==> config.mk <==
export PLATFORM = sky130hd
export DESIGN_NAME = eth_tx_sched
export DESIGN_NICKNAME = d
export VERILOG_FILES = /design/src/rtl/utils_pkg.sv /design/src/rtl/eth_fifo.sv /design/src/rtl/eth_tx_sched.sv
export SDC_FILE = /design/constraint.sdc
export NUM_CORES = 1
export LEC_CHECK = 0
export CORE_UTILIZATION = 48
export DETAILED_ROUTE_END_ITERATION = 8
export MAX_ROUTING_LAYER = met4
export PLACE_DENSITY_LB_ADDON = 0.2
export SYNTH_ARGS = -nofsm -noshare
export SYNTH_HDL_FRONTEND = slang
export SYNTH_SLANG_ARGS = --single-unit
==> constraint.sdc <==
create_clock -name clk -period 2.85 [get_ports clk]
set_clock_uncertainty 0.1 [all_clocks]
set_input_delay 0.285 -clock clk [delete_from_list [all_inputs] [get_ports clk]]
set_output_delay 0.285 -clock clk [all_outputs]
set_load 0.01 [all_outputs]
==> src/rtl/utils_pkg.sv <==
// Shared types for the packet datapath: OutFIFO status/command, UDP lengths and the TX scheduler FSM.
package utils_pkg;

  localparam int OUTFIFO_KB_SIZE = 4;
  localparam int PTR_W           = 16;

  typedef logic [15:0]      udp_length_t;
  typedef logic [PTR_W-1:0] ptr_t;

  localparam udp_length_t OUTFIFO_BYTES = udp_length_t'(OUTFIFO_KB_SIZE * 1024);

  typedef struct packed {
    ptr_t rd_ptr;
    ptr_t wr_ptr;
    logic empty;
    logic full;
    logic done;
  } s_fifo_st_t;

  typedef struct packed {
    logic        start;
    udp_length_t length;
    logic        clear;
  } s_fifo_cmd_t;

  typedef enum logic [2:0] {
    TX_IDLE,
    TX_CHECK,
    TX_WAIT_DATA,
    TX_HDR,
    TX_STREAM,
    TX_RELEASE,
    TX_ABORT
  } tx_sched_st_t;

  // A request is sendable only if it is non-empty and fits in the OutFIFO.
  function automatic logic len_is_valid(input udp_length_t len);
    return (len != '0) && (len <= OUTFIFO_BYTES);
  endfunction

endpackage

==> src/rtl/eth_fifo.sv <==
// Small request queue: wrap-bit pointers, head visible combinationally, synchronous flush.
module eth_fifo #(
  parameter int DEPTH = 4,
  parameter int WIDTH = 16
) (
  input  logic             clk,
  input  logic             rst,
  input  logic             clear_i,
  input  logic             push_i,
  input  logic [WIDTH-1:0] data_i,
  input  logic             pop_i,
  output logic [WIDTH-1:0] head_o,
  output logic             empty_o,
  output logic             full_o
);

  localparam int AW = $clog2(DEPTH);

  logic [AW:0]      wr_ptr_reg, rd_ptr_reg;
  logic [AW:0]      count;
  logic [WIDTH-1:0] slot_reg [DEPTH];
  logic             push_ok, pop_ok;

  assign count   = wr_ptr_reg - rd_ptr_reg;
  assign empty_o = (count == '0);
  assign full_o  = (count == (AW+1)'(DEPTH));
  // A flush wins over anything offered in the same cycle.
  assign push_ok = push_i && !full_o && !clear_i;
  assign pop_ok  = pop_i && !empty_o && !clear_i;
  assign head_o  = slot_reg[rd_ptr_reg[AW-1:0]];

  always_ff @(posedge clk) begin
    if (push_ok) slot_reg[wr_ptr_reg[AW-1:0]] <= data_i;
  end

  always_ff @(posedge clk or negedge rst) begin
    if (!rst) begin
      wr_ptr_reg <= '0;
      rd_ptr_reg <= '0;
    end else if (clear_i) begin
      wr_ptr_reg <= '0;
      rd_ptr_reg <= '0;
    end else begin
      if (push_ok) wr_ptr_reg <= wr_ptr_reg + 1'b1;
      if (pop_ok)  rd_ptr_reg <= rd_ptr_reg + 1'b1;
    end
  end

endmodule

==> src/rtl/eth_tx_sched.sv <==
// Transmit scheduler: queues send requests, waits for OutFIFO payload, issues the UDP header
// request and sequences the OutFIFO start/length/clear command through one packet stream.
module eth_tx_sched
  import utils_pkg::*;
#(
  parameter int REQ_SLOTS      = 4,
  parameter int TIMEOUT_CYCLES = 65535
) (
  input  logic        clk,
  input  logic        rst,
  input  logic        req_valid_i,
  input  udp_length_t req_length_i,
  output logic        req_ready_o,
  input  logic        sw_clear_i,
  input  s_fifo_st_t  fifo_st_i,
  output s_fifo_cmd_t fifo_cmd_o,
  output logic        hdr_valid_o,
  output udp_length_t hdr_length_o,
  input  logic        hdr_ready_i,
  output logic        busy_o,
  output logic        err_o,
  output logic [15:0] sent_cnt_o
);

  localparam logic [15:0] TMO_LAST = 16'(TIMEOUT_CYCLES - 1);

  tx_sched_st_t state_reg, state_next;
  logic [15:0]  tmo_cnt_reg, sent_cnt_reg;
  logic         flush_reg, err_reg, err_next, ready_en_reg;
  logic         q_pop, q_empty, q_full;
  udp_length_t  cur_len;
  ptr_t         occupancy;
  logic         unused_fifo_flags;

  assign occupancy         = fifo_st_i.wr_ptr - fifo_st_i.rd_ptr;
  assign unused_fifo_flags = fifo_st_i.empty ^ fifo_st_i.full;

  eth_fifo #(
    .DEPTH (REQ_SLOTS),
    .WIDTH ($bits(udp_length_t))
  ) u_req_q (
    .clk     (clk),
    .rst     (rst),
    .clear_i (sw_clear_i),
    .push_i  (req_valid_i && req_ready_o),
    .data_i  (req_length_i),
    .pop_i   (q_pop),
    .head_o  (cur_len),
    .empty_o (q_empty),
    .full_o  (q_full)
  );

  always_comb begin
    state_next = state_reg;
    q_pop      = 1'b0;
    err_next   = 1'b0;
    case (state_reg)
      TX_IDLE: if (!q_empty) state_next = TX_CHECK;
      TX_CHECK: begin
        if (!len_is_valid(cur_len)) begin
          q_pop      = 1'b1;
          err_next   = 1'b1;
          state_next = TX_IDLE;
        end else begin
          state_next = TX_WAIT_DATA;
        end
      end
      TX_WAIT_DATA: if (occupancy >= cur_len) state_next = TX_HDR;
      TX_HDR:       if (hdr_ready_i) state_next = TX_STREAM;
      TX_STREAM: begin
        if (fifo_st_i.done) begin
          state_next = TX_RELEASE;
        end else if (tmo_cnt_reg >= TMO_LAST) begin
          state_next = TX_ABORT;
          err_next   = 1'b1;
        end
      end
      TX_RELEASE: begin
        q_pop      = 1'b1;
        state_next = TX_IDLE;
      end
      TX_ABORT: begin
        q_pop      = 1'b1;
        state_next = TX_IDLE;
      end
      default: state_next = TX_IDLE;
    endcase
    // Software flush overrides every event seen in the same cycle.
    if (sw_clear_i) begin
      state_next = TX_IDLE;
      q_pop      = 1'b0;
      err_next   = 1'b0;
    end
  end

  always_ff @(posedge clk or negedge rst) begin
    if (!rst) begin
      state_reg    <= TX_IDLE;
      tmo_cnt_reg  <= '0;
      sent_cnt_reg <= '0;
      flush_reg    <= 1'b0;
      err_reg      <= 1'b0;
      ready_en_reg <= 1'b0;
    end else begin
      state_reg    <= state_next;
      flush_reg    <= sw_clear_i;
      err_reg      <= err_next;
      ready_en_reg <= 1'b1;
      if (state_reg == TX_RELEASE && !sw_clear_i) sent_cnt_reg <= sent_cnt_reg + 16'd1;
      if (state_reg != TX_STREAM) tmo_cnt_reg <= '0;
      else if (tmo_cnt_reg != '1) tmo_cnt_reg <= tmo_cnt_reg + 16'd1;
    end
  end

  always_comb begin
    fifo_cmd_o        = '0;
    fifo_cmd_o.start  = (state_reg == TX_STREAM);
    fifo_cmd_o.length = (state_reg == TX_STREAM) ? cur_len : '0;
    fifo_cmd_o.clear  = flush_reg || (state_reg == TX_ABORT);
  end

  assign req_ready_o  = ready_en_reg && !q_full;
  assign hdr_valid_o  = (state_reg == TX_HDR);
  assign hdr_length_o = (state_reg == TX_HDR) ? cur_len : '0;
  assign busy_o       = (state_reg != TX_IDLE) || !q_empty;
  assign err_o        = err_reg;
  assign sent_cnt_o   = sent_cnt_reg;

endmodule

## Word level (Yosys, flattened, before mapping)

Memories as Yosys holds them, arrays and structs flattened.
Cells that the tools add are included.

- Flip-flop bits (word level): 44
- Memories: 1
- Output and inout port bits: 54
- Word-level logic and storage cells: 78
- Input bits: 56
- RAM bits: 64

- Equal/unequal tests: 13
- Mux-type cells: 25
- Add/subtract/negate cells: 6
- Magnitude comparators: 3
- Reduce and logical (&&, ||, !) cells: 22

Memory list:

| name | depth | width | read ports | clocked after Yosys merged registers in | write ports | RTL line | source |
|---|---|---|---|---|---|---|---|
| u_req_q.slot_reg | 4 | 16 | 1 | 0 | 1 | eth_fifo.sv:21 | `logic [WIDTH-1:0] slot_reg [DEPTH];` |

Operator list:

| operator | number |
|---|---|
| two-way mux 16 bit | 4 |
| adder 16 x 1 -> 16 bit (second input constant) | 2 |
| two-way mux 3 bit | 10 |
| greater-or-equal comparator 16 bit | 1 |
| greater-or-equal comparator 16 bit (second input constant) | 1 |
| <= comparator 16 x 13 -> 1 bit (second input constant) | 1 |
| != test 16 bit (second input constant) | 1 |
| nonzero test 16 bit | 1 |
| subtractor 16 bit | 1 |
| one-hot mux 3 bit (5 select lines) | 1 |
| equality test 3 bit (second input constant) | 4 |
| != test 3 bit (second input constant) | 3 |
| logical AND 1 bit | 8 |
| two-way mux 1 bit | 7 |
| adder 3 x 1 -> 3 bit (second input constant) | 2 |
| equality test 3 x 2 -> 1 bit (second input constant) | 2 |
| logical NOT 3 bit | 2 |
| nonzero test 2 bit | 3 |
| != test 4 x 3 -> 1 bit (second input constant) | 1 |
| one-hot mux 1 bit (2 select lines) | 2 |
| AND reduction 4 bit | 1 |
| equality test 3 x 1 -> 1 bit (second input constant) | 1 |
| logical NOT 1 bit | 3 |
| != test 3 x 2 -> 1 bit (second input constant) | 1 |
| other kinds (5) | 6 |

## Logic depth before layout (Yosys ltp)

An unclocked memory read counts as a cell.

- Depth in word-level cells: 10
- Gate-level depth with buffers: 20
- Depth with buffers taken out: 20

## Cells and area by module

From an unflattened synthesis, not the netlist that was laid out.

- Cell total of the unflattened synthesis: 538
- Area total of the unflattened synthesis: 6093.3 um2

By module, submodules not included:

| module | cells an instance | area an instance (um2) | times used |
|---|---|---|---|
| eth_tx_sched | 402 | 3270.6 | 1 |
| eth_fifo | 136 | 2822.7 | 1 |

## Worst setup path after synthesis

OpenSTA, ideal clock, no wires.

- Path type: input-to-reg
- Start point: input fifo_st_i[3] (netlist name)
- End point: register state_reg[1]
- Arrival: 3.648 ns
- Cell stages on the path: 20
- Library setup time: 0.078 ns
- Slack: -0.977 ns
- Cell sequence: inv_1 -> ha_1 -> fa_1 -> nor2b_1 -> o21ai_0 -> a21oi_1 -> o31a_1 -> o21ai_0 -> a21oi_1 -> mux2_2 -> o211ai_1 -> ha_1 -> nand4_1 -> nor2_1 -> o2111ai_1 -> a21oi_1 -> or4b_1 -> and3_1 -> nand2b_1 -> a21oi_1

- Longest elaborated chain between the ends: 4

RTL lines:

| element | RTL line | source |
|---|---|---|
| from (decl) | eth_tx_sched.sv:15 | `input s_fifo_st_t fifo_st_i,` |
| subtractor 16 bit | eth_tx_sched.sv:35 | `assign occupancy = fifo_st_i.wr_ptr - fifo_st_i.rd_ptr;` |
| greater-or-equal comparator 16 bit | eth_tx_sched.sv:68 | `TX_WAIT_DATA: if (occupancy >= cur_len) state_next = TX_HDR;` |
| != test 3 bit (no source line) | n/a |  |
| AND reduction 4 bit (no source line) | n/a |  |
| to (signal assigned) | eth_tx_sched.sv:105 | `state_reg <= state_next;` |
| to (decl) | eth_tx_sched.sv:27 | `tx_sched_st_t state_reg, state_next;` |

Every way passes these cells.
A chain may end at the register's enable or synchronous reset.

## Final worst setup path

- Start point: input fifo_st_i[23] (netlist name)
- End point: register state_reg[1]

The elaborated chain is that of the path after synthesis.

==> flow_summary.json <==
{
  "grt-ovfl-total": 0,
  "wl_met2_mm": 7.556,
  "met3_length_um": 457,
  "drc": 0,
  "ys.flop_type": "edfxtp_1",
  "routabilityCongestion": 0.8756,
  "rsz0062_at_grt": "true",
  "cts_buffers": 9,
  "crit_start": "fifo_st_i[23]",
  "p_switching_mw": 1.201,
  "min_period_ns": 3.627,
  "synth_compound_area_frac": 0.06754,
  "postCtsHoldBufs": 0,
  "tightest_slew_ns": 1.052,
  "drive_above_1_share": 0.2328,
  "drt-total-wl_mm": 14.25,
  "fin_ws_ns": -0.7772,
  "die_x_um": 113.1,
  "violations": "setup timing",
  "syn2layout_area_growth_pct": 40.95,
  "cts.path.max_buffers": 2,
  "via_per_inst": 5.273,
  "nets": 819,
  "antenna_left": 0,
  "synth_top_family_by_area": "simple AND/OR/NAND/NOR gates",
  "fmax_ghz": 0.2757,
  "htree_num_levels": 3,
  "start_kind": "input port",
  "clkTransAtPathRegs_ns": 0.08,
  "first_pass_iters": 4,
  "m1WireLength_mm": 5.969,
  "drt_iter0_drc": 202,
  "ys_ff_latch": 108,
  "timing.final.crit_share": 1.273,
  "p_clk_frac": 0.309,
  "cts_root_buf": "clkbuf_16",
  "total_leakage_power_nw": 3.555,
  "p_seq_frac": 0.420,
  "tritoncts": "yes",
  "dpl.hpwl_mm": 10.42,
  "diodes": 0,
  "crit_type": "input port to flop",
  "p_sw_frac": 0.2905,
  "stdcell_area_um2": 8356,
  "clk_latency_ns": 0.36,
  "syn_nets": 631,
  "synth_top_area_frac": 0.3242,
  "antenna_found_initial": 0,
  "grt_pass1_wl_mm": 22.38,
  "intPower_mw": 2.935,
  "synth_warnings": 0,
  "wl_per_cell_um": 16.32,
  "arrival_ns": 3.82,
  "end_kind": "flop",
  "ys_types": 53,
  "multi_input_area_um2": 2848,
  "synth_xor_area_frac": 0.06501,
  "status": "finished, violations left",
  "start_util": 0.4935,
  "hold_viol_final": 0,
  "fillers": 881,
  "synth_area_um2": 5928,
  "syn_inst": 533,
  "seq_area_frac_synth": 0.5099,
  "finalSetupViolCount": 5,
  "synthArstFlopShare": 0.4074,
  "synth.area.top_cells": "edfxtp_1 32%, dfrtp_1 19%, ha_1 8.7%",
  "io-pin-count": 110,
  "critPathRequiredTime_ns": 3.04,
  "num_rows": 40,
  "die_y_um": 113.1,
  "seqCellArea_um2": 3025,
  "topRoutingLayerUsed": "met4",
  "hold_class": "input port to async pin",
  "numClockSinks": 108,
  "p_total_mw": 4.137,
  "synthAdderAreaFrac": 0.08991,
  "p_comb_frac": 0.271,
  "grt_max_degree": 45,
  "maxCapViolations": 0,
  "dieArea_um2": 12800,
  "synth_area_leader_cell": "edfxtp_1",
  "port_buffers": 107,
  "syn-mean-instance-area_um2": 11.12,
  "largest_reg_flops": 64,
  "core-area_um2": 12010,
  "relSlewSlack": 0.2988,
  "vdd_drop_max_uv": 427.7,
  "route.vias.total": 4603,
  "dpl_cell_area_um2": 7725,
  "final.setup.tns_ns": -2.323,
  "cp_max_fo": 3,
  "maxSlewViolCount": 0,
  "grtUsageTotal": 0.2338,
  "yosys-mux-area-fraction": 0.07197,
  "first_global_vias": 4673,
  "synth_edf_count": 64,
  "synth-simple-area-share": 0.1501,
  "power_density_nw_per_um2": 495.1,
  "r2r-start": "u_req_q.rd_ptr_reg[0]"
}
## cell families after synthesis
| family | count (synthesis) |
|---|---|
| multiplexers | 23 |
| other | 1 |
| XOR/XNOR | 44 |
| AO/OA/AOI/OAI | 67 |
| AND/OR/NAND/NOR | 184 |
| flip-flops | 108 |
| adder cells (fa/ha/maj) | 42 |
| buffers and inverters | 64 |
## area by class of cell
type                            instances  area share
Clock buffer                            9     0.02695
Inverter                               50     0.02336
Clock inverter                          7     0.01063
Sequential cell                       108      0.3621
Timing Repair Buffer                  191      0.2141
Multi-Input combinational cell        361      0.3408
Tap cell                              147     0.02201
## metrics by stage
step	utilization	hold slack (ns)	setup WS, ns	cells
3_3_place_gp	0.6431	0.3646	-1.549	846
4_1_cts	0.6831	0.04723	-0.7449	865
6_report	0.6956	0.01441	-0.7772	873
3_5_place_dp	0.6431	0.3865	-1.688	846
5_1_grt	0.6956	0.1014	-0.9054	873
2_1_floorplan	-	-0.1106	-0.8083	533
## power groups by stage
stage               Combinational (mW)  Clock, mW  Sequential [mW]
global route                      1.23       1.35             1.74
global placement                 0.963          0             1.77
CTS                               1.05       1.29             1.74
detailed placement               0.986          0             1.77
finish                            1.12       1.28             1.74
floorplan                        0.572          0             1.75
## metal layers
layer,GRT usage,vias up
met3,0.03589,21
met1,0.2793,2244
met4,0.07193,0
met5,-,-
met2,0.4082,93
li1,-,2245
## worst max-delay path: stages
cell             delay, ns
clkdlybuf4s50_1       0.48
inv_1                 0.07
ha_4                  0.26
inv_2                 0.04
buf_4                 0.13
a21oi_2               0.18
o21ai_1               0.11
o21ai_1               0.15
a21oi_2               0.09
xnor2_2               0.16
ha_1                  0.32
a21o_1                0.18
a21o_1                0.17
a21oi_1               0.13
nor2_1                0.05
or4b_4                0.55
and3_4                0.20
nand2b_4              0.14
a21oi_2               0.14
## cells in the mapped netlist (all sizes together) (2+ instances only)
cell,n
a211oi,3
a21o,5
a21oi,26
a31oi,2
and2,6
and3,7
buf,4
clkbuf,10
dfrtp,44
edfxtp,64
ha,41
inv,50
mux2,4
mux2i,4
mux4,15
nand2,24
nand2b,5
nand3,22
nand4,8
nor2,76
nor2b,11
nor3,9
nor4,5
o211ai,2
o21a,4
o21ai,18
or3,3
or4,3
xnor2,32
xor2,12
## worst paths after layout
kind	end	slack (ns)	depth (start not counted)
hold reg to reg	sent_cnt_o[2]	0.40	1
hold / removal	u_req_q.rd_ptr_reg[2]	0.01	1
min in group clk	sent_cnt_o[2]	0.40	1
max in group asynchronous	u_req_q.rd_ptr_reg[0]	1.93	1
setup reg to reg	state_reg[1]	-0.31	10
setup / recovery	state_reg[1]	-0.78	19
## what timing repair did
action                                  CTS  global route
hold endpoints to repair                  0             0
endpoints found under the setup margin   11            13
cloned                                    0             1
gates resized for setup                  54            31
buffers inserted                          3             7
pin swaps                                28            33
## placed cells by master (no fill, tap or decap), types with 12 or more instances in the layout
cell | synthesis | final
xor2_1 | 12 | 12
a21oi_1 | 26 | 17
dfrtp_1 | 44 | 42
ha_1 | 41 | 37
clkdlybuf4s50_1 | 0 | 91
xnor2_1 | 32 | 29
edfxtp_1 | 64 | 64
nand3_1 | 21 | 19
inv_1 | 50 | 44
mux4_2 | 14 | 15
nor2_1 | 76 | 76
nand2_1 | 24 | 24
buf_4 | 0 | 72
(Power assumes the default switching activity.)
